File: config.mk
export PLATFORM = sky130hd
export DESIGN_NAME = irq_vector_dispatch
export DESIGN_NICKNAME = d
export VERILOG_FILES = /design/src/rtl/irq_pkg.sv /design/src/rtl/irq_isr_stack.sv /design/src/rtl/irq_vector_dispatch.sv
export SDC_FILE = /design/constraint.sdc
export NUM_CORES = 1
export LEC_CHECK = 0
export CORE_MARGIN = 2
export CORE_UTILIZATION = 35
export CTS_BUF_LIST = sky130_fd_sc_hd__clkbuf_8
export DETAILED_ROUTE_END_ITERATION = 6
export DONT_BUFFER_PORTS = 1
export GPL_TIMING_DRIVEN = 0
export SYNTH_ARGS = -nofsm -noshare
export SYNTH_HDL_FRONTEND = slang
export SYNTH_HIERARCHICAL = 1
export SYNTH_SLANG_ARGS = --single-unit
File: constraint.sdc
create_clock -name clk -period 2.5 [get_ports clk]
set_input_delay 0.625 -clock clk [delete_from_list [all_inputs] [get_ports clk]]
set_output_delay 0.625 -clock clk [all_outputs]
set_load 0.02 [all_outputs]
File: src/rtl/irq_pkg.sv
// Shared types and helpers for the interrupt vector dispatch stage.
package irq_pkg;
  localparam int NUM_BUS  = 3;
  localparam int CHAN_W   = 4;
  localparam int MAX_CHAN = 8;
  localparam int BUS_W    = 2;

  typedef enum logic [1:0] {IDLE, QUAL, REQ} state_e;

  typedef struct packed {
    logic [BUS_W-1:0]  bus;
    logic [CHAN_W-1:0] chan;
  } vec_t;

  // Index of the lowest set bit (0 when the mask is empty).
  function automatic logic [BUS_W-1:0] lowest_idx(input logic [NUM_BUS-1:0] m);
    lowest_idx = '0;
    for (int i = NUM_BUS - 1; i >= 0; i--)
      if (m[i]) lowest_idx = BUS_W'(i);
  endfunction

  // True when any in-service level has priority equal to or above bus b.
  function automatic logic blocked(input logic [NUM_BUS-1:0] ism,
                                   input logic [BUS_W-1:0]   b);
    blocked = 1'b0;
    for (int i = 0; i < NUM_BUS; i++)
      if (ism[i] && (BUS_W'(i) <= b)) blocked = 1'b1;
  endfunction
endpackage

File: src/rtl/irq_isr_stack.sv
// In-service level tracking: mask plus per-bus channel store, top of stack
// is the lowest set bit. Pops see the old mask before a same-edge push.
module irq_isr_stack
  import irq_pkg::*;
(
  input  logic               clk,
  input  logic               rst,
  input  logic               push_i,
  input  vec_t               push_vec_i,
  input  logic               pop_i,
  output logic [NUM_BUS-1:0] mask_o,
  output logic               err_o
);
  logic [NUM_BUS-1:0]             mask_q, mask_d;
  logic [NUM_BUS-1:0][CHAN_W-1:0] store_q, store_d;
  logic                           err_q, err_d;

  always_comb begin
    mask_d  = mask_q;
    store_d = store_q;
    err_d   = 1'b0;
    if (pop_i) begin
      if (mask_q == '0) err_d = 1'b1;
      else              mask_d = mask_q & (mask_q - 1'b1);
    end
    if (push_i) begin
      mask_d[push_vec_i.bus]  = 1'b1;
      store_d[push_vec_i.bus] = push_vec_i.chan;
    end
  end

  always_ff @(posedge clk) begin
    if (rst) begin
      mask_q  <= '0;
      store_q <= '0;
      err_q   <= 1'b0;
    end else begin
      mask_q  <= mask_d;
      store_q <= store_d;
      err_q   <= err_d;
    end
  end

  assign mask_o = mask_q;
  assign err_o  = err_q;
endmodule

File: src/rtl/irq_vector_dispatch.sv
// Two-cycle glitch qualification of encoder output, CPU req/ack handshake
// with ack timeout, and nested in-service tracking with EOI.
module irq_vector_dispatch
  import irq_pkg::*;
#(
  parameter int ACK_TO = 16
) (
  input  logic                  clk,
  input  logic                  rst,
  input  logic [NUM_BUS-1:0]    bus_req_i,
  input  logic [CHAN_W-1:0]     chan_i,
  input  logic                  ack_i,
  input  logic                  eoi_i,
  output logic                  irq_o,
  output logic [BUS_W+CHAN_W-1:0] vec_o,
  output logic [NUM_BUS-1:0]    in_service_o,
  output logic                  spurious_o,
  output logic                  eoi_err_o
);
  localparam int CNT_W = (ACK_TO > 2) ? $clog2(ACK_TO) : 1;
  localparam logic [CNT_W-1:0] CNT_LAST = CNT_W'(ACK_TO - 1);

  state_e             state_q, state_d;
  vec_t               cand_q, cand_d, vec_q, vec_d, cand;
  logic [CNT_W-1:0]   cnt_q, cnt_d;
  logic               irq_q, irq_d, spur_q, spur_d;
  logic               push, elig;
  logic [NUM_BUS-1:0] is_mask;

  assign cand.bus  = lowest_idx(bus_req_i);
  assign cand.chan = chan_i;
  assign elig = (|bus_req_i) && (chan_i <= CHAN_W'(MAX_CHAN)) && !blocked(is_mask, cand.bus);

  always_comb begin
    state_d = state_q;
    cand_d  = cand_q;
    vec_d   = vec_q;
    cnt_d   = cnt_q;
    irq_d   = irq_q;
    spur_d  = 1'b0;
    push    = 1'b0;
    case (state_q)
      IDLE: if (elig) begin
        cand_d  = cand;
        state_d = QUAL;
      end
      QUAL: if (elig && (cand == cand_q)) begin
        state_d = REQ;
        irq_d   = 1'b1;
        vec_d   = cand_q;
        cnt_d   = '0;
      end else begin
        state_d = IDLE;
      end
      REQ: if (ack_i) begin
        push    = 1'b1;
        irq_d   = 1'b0;
        state_d = IDLE;
      end else if (cnt_q == CNT_LAST) begin
        irq_d   = 1'b0;
        spur_d  = 1'b1;
        state_d = IDLE;
      end else begin
        cnt_d = cnt_q + 1'b1;
      end
      default: state_d = IDLE;
    endcase
  end

  always_ff @(posedge clk) begin
    if (rst) begin
      state_q <= IDLE;
      cand_q  <= '0;
      vec_q   <= '0;
      cnt_q   <= '0;
      irq_q   <= 1'b0;
      spur_q  <= 1'b0;
    end else begin
      state_q <= state_d;
      cand_q  <= cand_d;
      vec_q   <= vec_d;
      cnt_q   <= cnt_d;
      irq_q   <= irq_d;
      spur_q  <= spur_d;
    end
  end

  irq_isr_stack u_stack (
    .clk        (clk),
    .rst        (rst),
    .push_i     (push),
    .push_vec_i (vec_q),
    .pop_i      (eoi_i),
    .mask_o     (is_mask),
    .err_o      (eoi_err_o)
  );

  assign irq_o        = irq_q;
  assign vec_o        = vec_q;
  assign in_service_o = is_mask;
  assign spurious_o   = spur_q;
endmodule

==> metrics.md <==
| Metric | Value |
|---|---|
| Status | `completed` |
| Layout Cells excl Fill | `149` |
| Antenna Cells | `0` |
| Final hold violation count | `0` |
| Area of the die | `approximately 3600 um2` |
| DRC | `0` |
| CTS tree | `built` |
| GP Congestion | `0.702` |
| Post-route worst setup slack | `between 0.4 and 0.5 ns` |
| Drt total wl | `between 2000 and 2500 um` |
| Final min period | `2.06 ns` |
| Max-cap violations | `0` |
| Met2 WL | `around 990 um` |
| Origin of the worst setup path | `chan_i[0]` |
| Distinct cell type count after synthesis | `34` |
| CP Launch Type | `input pin` |
| Area growth, synth to finish | `7.60%` |
| Share of layout cells above drive strength 1 | `0.0690` |
| Post-CTS resize count | `0` |
| Initial antenna violation count | `0` |
| CP endpoint kind | `flip-flop` |
| Area leader, netlist | `dfxtp_1` |
| Combinational fraction of design power | `0.076` |
| # rows | `20` |
| Wire per inst | `approximately 14 um` |
| Primary FF master, synth | `dfxtp_1` |
| Yosys reg bits | `24` |
| Fin nets | `130` |
| P_sw | `0.147 mW` |
| Tightest Hold Check Type | `in -> reg` |
| Root buffer cell | `clkbuf_8` |
| Slew headroom | `0.452` |
| Arrival time worst endpoint | `2.22 ns` |
| Die W | `59.7 um` |
| Clock Skew | `0.00522 ns` |
| Kind of critical path | `in -> reg` |
| WL met1 | `just over 900 um` |
| Total GRT Usage | `0.130` |
| Most common cell after layout, fill and taps aside | `dfxtp_1` |
| Post-Syn Area | `between 1000 and 1500 um2` |
| Pint | `0.523 mW` |
| Avg Inst Size Synth | `9.61 um2` |
| Setup bufs post-CTS | `0` |
| Syn_nets | `~130` |
| Port bufs | `0` |
| Clock network fraction of total power | `0.329` |
| Highest metal used | `met4` |
| WP data required | `2.66 ns` |
| Largest net degree at the start of global routing | `13` |
| Most frequent cells in the layout | `dfxtp_1 (24), nor2_1 (19), mux2i_1 (12)` |
| Max VDD drop | `roughly 380 uV` |
| Worst skew pair latency | `0.26 ns` |
| Post-Syn Instances | `113` |
| Dpl ws | `approximately 0.14 ns` |
| Iteration-0 DRC Markers | `22` |
| Core Area | `3000 um2` |
| Vias in the first global route | `841` |
| Initial Util | `0.362` |
| Drt pass-1 iters | `4` |
| RSZ-0062 raised after global routing | `no` |
| Share of the synthesized area in the top cell type | `0.442` |
| Sequential share of the synthesized area | `0.442` |
| Die height | `59.7 um` |
| CP Max Fanout | `10` |
| Dpl cell area | `1130 um2` |
| Max Root-Sink Buffers | `2` |
| Synth area leaders | `dfxtp_1 (44%), mux2i_1 (11%), nor2_1 (6.6%)` |
| TritonCTS Buffers | `3` |
| First-pass GRT wire length | `3580 um` |
| H-tree depth | `1` |
| Via count | `800` |
| Final Cycle Share | `0.825` |
| Placed cell count | `between 100 and 150` |
| Clk sinks | `24` |
| Sw frac | `0.220` |
| GRT overflow | `0` |
| Ys Warns | `6` |
| CTS Hold Buffers Added | `0` |
| Vias/cell | `between 5 and 6` |
| Met3 WL | `146 um` |
| Post-route cell area | `1170 um2` |
| Clock-pin slew on the worst setup and hold paths | `0.08 ns` |
| Setup TNS Final | `0 ns` |
| Min-delay src | `rst` |
| DRT antenna net count | `0` |
| Pwr/cell area | `roughly 570 nW/um2` |
| Dpl hpwl | `about 1600 um` |
| Filler Cells Inserted | `315` |
| Count of final setup violators | `0` |
| Measured slew at the worst slew-check pin | `0.822 ns` |
| IO Pins | `23` |
| Register share of total power | `0.595` |
| Achievable Freq | `485 MHz` |
| Final number of max-transition violations | `0` |
| Reg2reg start | `cand_q[5]$_SDFFE_PP0P_` |
| Post-synth EDFFs | `0` |
| Ys async rst share | `0` |
| Pleak | `0.405 nW` |
-- metrics by stage --
stage	utilization	total power, mW	hold WS, ns
3_3_place_gp	0.375	0.458	0.492
2_1_floorplan	-	0.451	0.478
5_1_grt	0.389	0.703	0.408
6_report	0.389	0.670	0.422
3_5_place_dp	0.375	0.460	0.515
4_1_cts	0.389	0.680	0.418
-- layer usage --
metal,GRT usage,vias up
li1,-,410
met1,0.154,367
met2,0.230,21
met3,0.0519,2
met4,0.00952,0
met5,0,-
-- synthesized netlist by cell type, types with 2 or more instances --
cell type	number
a21oi_1	6
clkbuf_1	2
dfxtp_1	24
inv_1	3
mux2i_1	12
nand2b_1	2
nand3_1	2
nand3b_1	3
nor2_1	19
nor2b_1	6
nor3_1	4
nor3b_1	2
o21ai_0	2
o2bb2ai_1	2
o31ai_1	2
xnor2_1	4
-- worst paths after layout --
path | end | cells after the start | slack [ns]
worst max-delay path | cnt_q[2]$_SDFFE_PP0P_ | 5 | 0.44
worst min-delay path | u_stack/mask_o[2]$_SDFF_PP0_ | 1 | 0.42
worst max register to register | cnt_q[2]$_SDFFE_PP0P_ | 5 | 0.48
worst min register to register | cnt_q[1]$_SDFFE_PP0P_ | 1 | 0.52
-- registers in the layout, summed over array words and instances, names as in the netlist --
name	count
vec_o	6
cnt_q	4
u_stack/err_o	1
u_stack/mask_o	3
state_q	2
spurious_o	1
cand_q	6
irq_o	1
-- layout make-up --
class	instances	area (um2)	share of cell area
clock buffers	3	41.3	0.0353
well taps	33	41.3	0.0353
multi-input cells	83	582	0.498
flip-flops and latches	24	480	0.411
plain buffers	3	12.5	0.0107
inverters	3	11.3	0.00964
-- power groups by stage --
stage / combinational [mW] / sequential [mW] / clock [mW]
4_1_cts: 0.0518 / 0.399 / 0.229
2_1_floorplan: 0.0446 / 0.406 / 0
3_3_place_gp: 0.0508 / 0.407 / 0
6_report: 0.0510 / 0.399 / 0.220
3_5_place_dp: 0.0516 / 0.408 / 0
5_1_grt: 0.0578 / 0.400 / 0.245
-- logic make-up (layout without fill, tap and decap cells) --
| logic type | after synthesis | count (layout) | synth area share |
|---|---|---|---|
| simple gates | 45 | 45 | 0.226 |
| flops | 24 | 24 | 0.442 |
| compound gates | 20 | 20 | 0.147 |
| mux | 12 | 12 | 0.111 |
| buf+inv | 6 | 9 | 0.0219 |
| xor+xnor | 5 | 5 | 0.0403 |
| fa+ha+maj | 1 | 1 | 0.0115 |
-- critical path, cell delays in order --
cell and delay [ns]:
o31ai_1 0.29, o2111ai_1 0.21, a2111oi_4 0.68, nor3b_1 0.20, o22a_1 0.22
(Power assumes the default switching activity.)
